## src/rtl/psum_collector_pkg.sv

```systemverilog
// psum_collector_pkg: shared types and width helpers for the psum collector.
//   state_e     - collector FSM states
//   acc_width() - accumulator width (PE psum width plus overflow guard bits)
//   sat_max()   - largest positive value of a signed word of the given width
package psum_collector_pkg;

  typedef enum logic [2:0] {
    IDLE,
    WAIT_PE,
    REQ,
    RECV,
    DRAIN,
    FIN
  } state_e;

  function automatic int unsigned acc_width(input int unsigned psum_w,
                                            input int unsigned guard_w);
    return psum_w + guard_w;
  endfunction

  function automatic longint sat_max(input int unsigned data_w);
    return (longint'(1) << (data_w - 1)) - 1;
  endfunction

endpackage

```

## src/rtl/psum_collector_if.sv

```systemverilog
// psum_collector_if: PE readout link and output stream of the psum collector.
//   clip_finish_flg / start_psum_out / psum_out / psum_out_en : PE side
//   out_data / out_valid / out_ready / out_last               : global buffer side
//   master : collector view, slave : PE + sink view
interface psum_collector_if #(
  parameter int unsigned DATA_WIDTH      = 16,
  parameter int unsigned PSUM_DATA_WIDTH = 48
) ();

  logic                       clip_finish_flg;
  logic                       start_psum_out;
  logic [PSUM_DATA_WIDTH-1:0] psum_out;
  logic                       psum_out_en;
  logic [DATA_WIDTH-1:0]      out_data;
  logic                       out_valid;
  logic                       out_ready;
  logic                       out_last;

  modport master (
    input  clip_finish_flg, psum_out, psum_out_en, out_ready,
    output start_psum_out, out_data, out_valid, out_last
  );

  modport slave (
    output clip_finish_flg, psum_out, psum_out_en, out_ready,
    input  start_psum_out, out_data, out_valid, out_last
  );

endinterface

```

## src/rtl/psum_collector_round_sat.sv

```systemverilog
// psum_round_sat: combinational output conversion of one accumulator entry.
//   acc        - signed accumulator value
//   frac_shift - arithmetic right shift, rounded half-up
//   data       - result saturated to a signed DATA_WIDTH word
//   sat        - high when the result was clamped
module psum_round_sat
  import psum_collector_pkg::*;
#(
  parameter int unsigned DATA_WIDTH = 16,
  parameter int unsigned ACC_WIDTH  = 52
) (
  input  logic signed [ACC_WIDTH-1:0] acc,
  input  logic [5:0]                  frac_shift,
  output logic [DATA_WIDTH-1:0]       data,
  output logic                        sat
);

  // One extra bit so adding the rounding constant can never wrap.
  localparam int unsigned W = ACC_WIDTH + 1;
  localparam logic signed [W-1:0] SMAX = W'(sat_max(DATA_WIDTH));
  localparam logic signed [W-1:0] SMIN = ~SMAX;

  logic signed [W-1:0] ext;
  logic signed [W-1:0] rnd;
  logic signed [W-1:0] shifted;

  always_comb begin
    ext = {acc[ACC_WIDTH-1], acc};
    rnd = '0;
    if (frac_shift != 6'd0) begin
      rnd = W'(1) << (frac_shift - 6'd1);
    end
    shifted = (ext + rnd) >>> frac_shift;
    sat     = 1'b0;
    data    = shifted[DATA_WIDTH-1:0];
    if (shifted > SMAX) begin
      data = SMAX[DATA_WIDTH-1:0];
      sat  = 1'b1;
    end else if (shifted < SMIN) begin
      data = SMIN[DATA_WIDTH-1:0];
      sat  = 1'b1;
    end
  end

endmodule

```

## src/rtl/psum_collector.sv

```systemverilog
// psum_collector: reads PE psum bursts, accumulates num_pass passes, then
// streams rounded/saturated results to the global buffer.
//   clk, rst_n        - clock, asynchronous active-low reset
//   start_collect     - start pulse, latches num_psum / num_pass / frac_shift
//   pe                - PE readout link and output valid/ready stream
//   busy, done        - activity flag, end-of-job pulse
//   cfg_err           - pulse on a rejected start
//   proto_err/sat_flg - sticky stray-beat / saturation flags
module psum_collector
  import psum_collector_pkg::*;
#(
  parameter int unsigned DATA_WIDTH      = 16,
  parameter int unsigned PSUM_DATA_WIDTH = 48,
  parameter int unsigned PARA_WIDTH      = 8,
  parameter int unsigned ACC_DEPTH       = 34,
  parameter int unsigned GUARD_BITS      = 4
) (
  input  logic                  clk,
  input  logic                  rst_n,
  input  logic                  start_collect,
  input  logic [PARA_WIDTH-1:0] num_psum,
  input  logic [PARA_WIDTH-1:0] num_pass,
  input  logic [5:0]            frac_shift,
  psum_collector_if.master      pe,
  output logic                  busy,
  output logic                  done,
  output logic                  cfg_err,
  output logic                  proto_err,
  output logic                  sat_flg
);

  localparam int unsigned ACC_WIDTH = acc_width(PSUM_DATA_WIDTH, GUARD_BITS);
  localparam int unsigned ADDR_W    = $clog2(ACC_DEPTH);
  localparam int unsigned MAX_PASS  = 1 << GUARD_BITS;

  state_e state, state_n;

  logic [PARA_WIDTH-1:0]       num_psum_q;
  logic [PARA_WIDTH-1:0]       num_pass_q;
  logic [PARA_WIDTH-1:0]       pass_cnt;
  logic [5:0]                  frac_shift_q;
  logic [ADDR_W-1:0]           addr;
  logic signed [ACC_WIDTH-1:0] acc_buf [ACC_DEPTH];

  logic                        cfg_ok;
  logic                        addr_last;
  logic                        pass_last;
  logic                        beat;
  logic                        drain_load;
  logic                        drain_hs;
  logic                        start_req;
  logic signed [ACC_WIDTH-1:0] beat_ext;
  logic signed [ACC_WIDTH-1:0] rd_acc;
  logic [DATA_WIDTH-1:0]       rs_data;
  logic                        rs_sat;

  logic [DATA_WIDTH-1:0]       out_data_q;
  logic                        out_valid_q;
  logic                        out_last_q;

  assign cfg_ok = (num_psum != '0) && (num_psum <= PARA_WIDTH'(ACC_DEPTH)) &&
                  (num_pass != '0) && (num_pass <= PARA_WIDTH'(MAX_PASS));

  assign addr_last = (PARA_WIDTH'(addr) == num_psum_q - 1'b1);
  assign pass_last = (pass_cnt == num_pass_q - 1'b1);
  assign beat      = pe.psum_out_en && (state == RECV);
  assign beat_ext  = {{GUARD_BITS{pe.psum_out[PSUM_DATA_WIDTH-1]}}, pe.psum_out};
  assign rd_acc    = acc_buf[addr];

  // A word is handed over when the sink takes it; a new one is loaded when the
  // register is empty or is being emptied this cycle (except after the last).
  assign drain_hs   = (state == DRAIN) && out_valid_q && pe.out_ready;
  assign drain_load = (state == DRAIN) && (!out_valid_q || (pe.out_ready && !out_last_q));

  psum_round_sat #(
    .DATA_WIDTH (DATA_WIDTH),
    .ACC_WIDTH  (ACC_WIDTH)
  ) u_round_sat (
    .acc        (rd_acc),
    .frac_shift (frac_shift_q),
    .data       (rs_data),
    .sat        (rs_sat)
  );

  always_ff @(posedge clk or negedge rst_n) begin
    if (!rst_n) begin
      state <= IDLE;
    end else begin
      state <= state_n;
    end
  end

  always_comb begin
    state_n   = state;
    start_req = 1'b0;
    done      = 1'b0;
    busy      = (state != IDLE);
    case (state)
      IDLE:    if (start_collect && cfg_ok) state_n = WAIT_PE;
      WAIT_PE: if (pe.clip_finish_flg) state_n = REQ;
      REQ: begin
        start_req = 1'b1;
        state_n   = RECV;
      end
      RECV:    if (beat && addr_last) state_n = pass_last ? DRAIN : WAIT_PE;
      DRAIN:   if (drain_hs && out_last_q) state_n = FIN;
      FIN: begin
        done    = 1'b1;
        state_n = IDLE;
      end
      default: state_n = IDLE;
    endcase
  end

  // Accumulation buffer: contents are don't-care after reset because the
  // first pass always overwrites each entry it uses.
  always_ff @(posedge clk) begin
    if (beat) begin
      acc_buf[addr] <= (pass_cnt == '0) ? beat_ext : acc_buf[addr] + beat_ext;
    end
  end

  always_ff @(posedge clk or negedge rst_n) begin
    if (!rst_n) begin
      num_psum_q   <= '0;
      num_pass_q   <= '0;
      frac_shift_q <= '0;
      pass_cnt     <= '0;
      addr         <= '0;
      cfg_err      <= 1'b0;
      proto_err    <= 1'b0;
      sat_flg      <= 1'b0;
      out_data_q   <= '0;
      out_valid_q  <= 1'b0;
      out_last_q   <= 1'b0;
    end else begin
      cfg_err <= 1'b0;

      if (state == IDLE && start_collect) begin
        if (cfg_ok) begin
          num_psum_q   <= num_psum;
          num_pass_q   <= num_pass;
          frac_shift_q <= frac_shift;
          pass_cnt     <= '0;
          proto_err    <= 1'b0;
          sat_flg      <= 1'b0;
        end else begin
          cfg_err <= 1'b1;
        end
      end

      if (pe.psum_out_en && state != RECV) begin
        proto_err <= 1'b1;
      end

      if (state == REQ) begin
        addr <= '0;
      end

      if (beat) begin
        if (addr_last) begin
          addr <= '0;
          if (!pass_last) pass_cnt <= pass_cnt + 1'b1;
        end else begin
          addr <= addr + 1'b1;
        end
      end

      // addr stops on the last entry so the buffer read stays in range.
      if (drain_hs && out_last_q) begin
        out_valid_q <= 1'b0;
        out_last_q  <= 1'b0;
        out_data_q  <= '0;
      end else if (drain_load) begin
        out_data_q  <= rs_data;
        out_last_q  <= addr_last;
        out_valid_q <= 1'b1;
        if (rs_sat) sat_flg <= 1'b1;
        if (!addr_last) addr <= addr + 1'b1;
      end
    end
  end

  assign pe.start_psum_out = start_req;
  assign pe.out_data       = out_data_q;
  assign pe.out_valid      = out_valid_q;
  assign pe.out_last       = out_last_q;

endmodule

```

## src/flat_wrapper.sv

```systemverilog
// flat-port wrapper written by rule: the top's interface ports become plain ports
module psum_collector_flat import psum_collector_pkg::*;
#(
  parameter int unsigned DATA_WIDTH      = 16,
  parameter int unsigned PSUM_DATA_WIDTH = 48,
  parameter int unsigned PARA_WIDTH      = 8,
  parameter int unsigned ACC_DEPTH       = 34,
  parameter int unsigned GUARD_BITS      = 4
)
  (clk, rst_n, start_collect, num_psum, num_pass, frac_shift, busy, done, cfg_err, proto_err, sat_flg, pe_clip_finish_flg, pe_psum_out, pe_psum_out_en, pe_out_ready, pe_start_psum_out, pe_out_data, pe_out_valid, pe_out_last);
  psum_collector_if #(.DATA_WIDTH(DATA_WIDTH), .PSUM_DATA_WIDTH(PSUM_DATA_WIDTH)) pe_i ();
  input  logic clk;
  input  logic rst_n;
  input  logic start_collect;
  input  logic [PARA_WIDTH-1:0] num_psum;
  input  logic [PARA_WIDTH-1:0] num_pass;
  input  logic [5:0] frac_shift;
  output logic busy;
  output logic done;
  output logic cfg_err;
  output logic proto_err;
  output logic sat_flg;
  input wire logic [$bits(pe_i.clip_finish_flg)-1:0] pe_clip_finish_flg;
  input wire logic [$bits(pe_i.psum_out)-1:0] pe_psum_out;
  input wire logic [$bits(pe_i.psum_out_en)-1:0] pe_psum_out_en;
  input wire logic [$bits(pe_i.out_ready)-1:0] pe_out_ready;
  output wire logic [$bits(pe_i.start_psum_out)-1:0] pe_start_psum_out;
  output wire logic [$bits(pe_i.out_data)-1:0] pe_out_data;
  output wire logic [$bits(pe_i.out_valid)-1:0] pe_out_valid;
  output wire logic [$bits(pe_i.out_last)-1:0] pe_out_last;
  assign pe_i.clip_finish_flg = pe_clip_finish_flg;
  assign pe_i.psum_out = pe_psum_out;
  assign pe_i.psum_out_en = pe_psum_out_en;
  assign pe_i.out_ready = pe_out_ready;
  assign pe_start_psum_out = pe_i.start_psum_out;
  assign pe_out_data = pe_i.out_data;
  assign pe_out_valid = pe_i.out_valid;
  assign pe_out_last = pe_i.out_last;
  psum_collector #(.DATA_WIDTH(DATA_WIDTH), .PSUM_DATA_WIDTH(PSUM_DATA_WIDTH), .PARA_WIDTH(PARA_WIDTH), .ACC_DEPTH(ACC_DEPTH), .GUARD_BITS(GUARD_BITS)) u_core (.clk(clk), .rst_n(rst_n), .start_collect(start_collect), .num_psum(num_psum), .num_pass(num_pass), .frac_shift(frac_shift), .pe(pe_i), .busy(busy), .done(done), .cfg_err(cfg_err), .proto_err(proto_err), .sat_flg(sat_flg));
endmodule
```

## config.mk

```make
export PLATFORM = sky130hd
export DESIGN_NAME = psum_collector_flat
export DESIGN_NICKNAME = d
export VERILOG_FILES = /design/src/rtl/psum_collector_pkg.sv /design/src/rtl/psum_collector_if.sv /design/src/rtl/psum_collector_round_sat.sv /design/src/rtl/psum_collector.sv /design/src/flat_wrapper.sv
export SDC_FILE = /design/constraint.sdc
export NUM_CORES = 2
export LEC_CHECK = 0
export ABC_AREA = 1
export CORE_MARGIN = 3
export CORE_UTILIZATION = 35
export CTS_CLUSTER_DIAMETER = 200
export DETAILED_ROUTE_END_ITERATION = 8
export GPL_ROUTABILITY_DRIVEN = 0
export GPL_TIMING_DRIVEN = 0
export PLACE_DENSITY_LB_ADDON = 0.1
export SKIP_CTS_REPAIR_TIMING = 1
export SLEW_MARGIN = 20
export SYNTH_ARGS = -nofsm -noshare
export SYNTH_HDL_FRONTEND = slang
export SYNTH_SLANG_ARGS = --single-unit
```

## constraint.sdc

```tcl
create_clock -name clk -period 9.6 [get_ports clk]
set_clock_uncertainty 0.1 [all_clocks]
set_input_delay 1.44 -clock clk [delete_from_list [all_inputs] [get_ports clk]]
set_output_delay 1.44 -clock clk [all_outputs]
set_load 0.02 [all_outputs]
```

==> impl_metrics.json <==
{
  "cpMostUsedCell": "nand2_1",
  "dieArea_um2": 232000,
  "synthesis.area_um2": 79100,
  "synth_edf_count": 1768,
  "async_reset_ff_share_pct": 3.28,
  "p_clk_share_pct": 20.2,
  "first_pass_iters": 6,
  "startpoint_type": "register",
  "switching_share_pct": 41.5,
  "critPathMaxStageDelay_ns": 0.83,
  "fin_crit_sh_pct": 97.8,
  "area_growth_pct": 20.6,
  "critPathSlowestCell": "clkdlybuf4s15_1",
  "io_buffers": 99,
  "clk_pin_slew_ns": 0.06,
  "vias": 60500,
  "p_sw_uw": 14900,
  "cp_max_fo": 34,
  "hold_viol": 0,
  "synth_cell_type_count": 71,
  "grt.total_usage_pct": 29.4,
  "final_cell_mix": "1768 x edfxtp_1, 1621 x nand2_1, 405 x nand3_1, 391 x inv_1, 272 x nor2_1",
  "grtUsageMet3_pct": 5.29,
  "ir_worst_vdd_uv": 248,
  "met2_usage_pct": 45.8,
  "drtIter0Drc": 8572,
  "relSlewSlack_pct": 13.8,
  "p_seq_share_pct": 36.1,
  "max_freq_ghz": 0.107,
  "cts_tree": "yes",
  "cp.required_ns": 10.06,
  "synthCells": 6618,
  "die_y_um": 481,
  "layout-drive-gt1-share_pct": 11.2,
  "fp.dieW_um": 481,
  "ioPinCount": 100,
  "critPathKind": "register to register",
  "min_period_ns": 9.38,
  "yosysSeqAreaShare_pct": 69.0,
  "grt_pass1_wl_um": 470000,
  "final_cells": 10300,
  "detail-route-antenna-nets": 0,
  "max_cap_violations": 0,
  "clock_latency_ns": 0.87,
  "dp_cells": 9978,
  "synth_ff_type": "edfxtp_1",
  "critPathTopFamily": "simple AND/OR/NAND/NOR gates",
  "core-area_um2": 224000,
  "final_nets": 7386,
  "hpwl_um": 258000,
  "crit_arrival_ns": 9.85,
  "antenna_found_initial": 25,
  "fin_total_pwr_uw": 35900,
  "wl_per_cell_um": 33.8,
  "synth_warnings": 0,
  "grt_overflow": 0,
  "cts_buffers": 195,
  "multi_input_area_um2": 22400,
  "startpoint": "u_core.addr[1]",
  "maxSlewViolCount": 0,
  "cp-end-kind": "register",
  "cp_num_buf_inv": 6,
  "grtUsageMet1_pct": 40.1,
  "power.internal_uw": 21000,
  "grt_pass1_vias": 56000,
  "top_usage_layer": "met2",
  "start_util_pct": 35.4,
  "area.sequential_um2": 54600,
  "finalWirelength_um": 350000,
  "avgViaCountPerCell": 5.85,
  "rows": 173,
  "grt_max_degree": 48,
  "ys_seq_elements": 1828,
  "hp-class": "input port to asynchronous set/reset pin",
  "htreeDepth": 4,
  "synth_nets": 6804,
  "power_density_nw_per_um2": 376,
  "drc_errors": 0,
  "rsz0062_at_grt": "no",
  "avgSynthCellArea_um2": 12.0,
  "setup_viol_count_final": 0,
  "status": "finished, final reports clean",
  "reg2reg_from": "u_core.addr[1]",
  "cts_root_buffer": "clkbuf_16",
  "cts_buffer_depth": 3,
  "fill_cells": 20900,
  "combPwrFrac_pct": 43.7,
  "leakage_uw": 0.0336,
  "worstMarginPinSlew_ns": 1.29,
  "cts.sinks": 1828,
  "mostFrequentLayoutCell": "edfxtp_1"
}
==> per-layer routing <==
layer  wire length [um]  vias to the layer above
li1                   -                    25600
met1             144000                    31000
met2             158000                     3189
met3              30000                      654
met4              18500                       12
met5                 87                        -
==> through the flow <==
stage | util [%] | worst slack, ns | TNS, ns | instance area (um^2) | hold slack [ns]
floorplan | - | 2.75 | 0 | 79100 | 0.375
global placement | 37.5 | -7.62 | - | 83800 | 0.372
detailed placement | 39.9 | -0.600 | -46.50 | 89300 | 0.373
CTS | 42.6 | -0.628 | -52.05 | 95300 | 0.308
global route | 42.7 | 0.00407 | 0 | 95400 | 0.331
finish | 42.7 | 0.215 | 0 | 95400 | 0.358
==> worst register-to-register path, delay by kind of cell, from the launching register on <==
family	cells	cell delay [ns]
and+or+nand+nor	13	2.87
buffers and inverters	6	2.63
AOI/OAI and AO/OA	10	2.32
adders and majority gates	2	0.74
DFF	1	0.44
==> cell usage after synthesis, types with 33 or more instances <==
master,number,area share [%]
nor3_1,55,0.35
xnor2_1,34,0.38
o22ai_1,193,1.5
buf_2,33,0.21
ha_1,108,1.7
nand4_1,194,1.5
dfrtp_1,60,1.9
a221oi_1,146,1.6
inv_1,391,1.9
o41ai_1,41,0.45
nand3_1,405,2.6
nor2_1,295,1.4
a22oi_1,176,1.7
xor2_1,43,0.48
o21ai_0,165,1.0
a21oi_1,237,1.5
a22o_1,122,1.4
nand2_1,1637,7.8
clkbuf_1,217,1.0
edfxtp_1,1768,67
buf_1,47,0.22
==> state kept, by name, summed over array words and instances, names as in the netlist, 3 cells and up <==
signal / flops
u_core.num_psum_q: 8
u_core.addr: 6
u_core.pass_cnt: 8
u_core.num_pass_q: 8
u_core.state: 3
u_core.pe.out_data: 16
u_core.acc_buf: 1768
u_core.frac_shift_q: 6
==> cell type report <==
type                    instances  share of cell area, %
plain buffers                 302                   1.35
flip-flops and latches       1828                   57.2
well taps                    2975                   3.90
inverters                     415                   1.64
diodes                         13                 0.0341
repair buffers                387                   6.01
clock inverters               108                  0.921
multi-input cells            4071                   23.5
clock buffers                 242                   5.39
==> worst paths after layout <==
kind	end	slack [ns]	depth (start not counted)
worst max-delay path	u_core.acc_buf[30][44]	0.22	31
min in group clk	u_core.pe.out_data[2]	0.39	2
worst min-delay path	u_core.pass_cnt[7]	0.36	1
worst min register to register	u_core.pe.out_data[2]	0.39	2
max in group asynchronous	u_core.frac_shift_q[1]	8.51	2
worst max register to register	u_core.acc_buf[30][44]	0.22	31
==> power by group through the flow <==
stage | Sequential [uW] | Combinational (uW) | Clock (uW)
floorplan | 13400 | 6720 | 0
finish | 13000 | 15700 | 7260
global route | 13000 | 16400 | 7640
global placement | 13900 | 12900 | 0
CTS | 13000 | 15400 | 7330
detailed placement | 13100 | 15300 | 0
==> kinds of logic after synthesis <==
family                     share of synthesized area (%)
xor gates and xnor gates                           0.852
adders and majority gates                           1.76
buffers and inverters                               3.52
and+or+nand+nor                                     14.6
muxes                                             0.0380
DFF                                                 69.0
AOI/OAI and AO/OA                                   10.2
No activity file was read; power rests on OpenSTA's default activity.
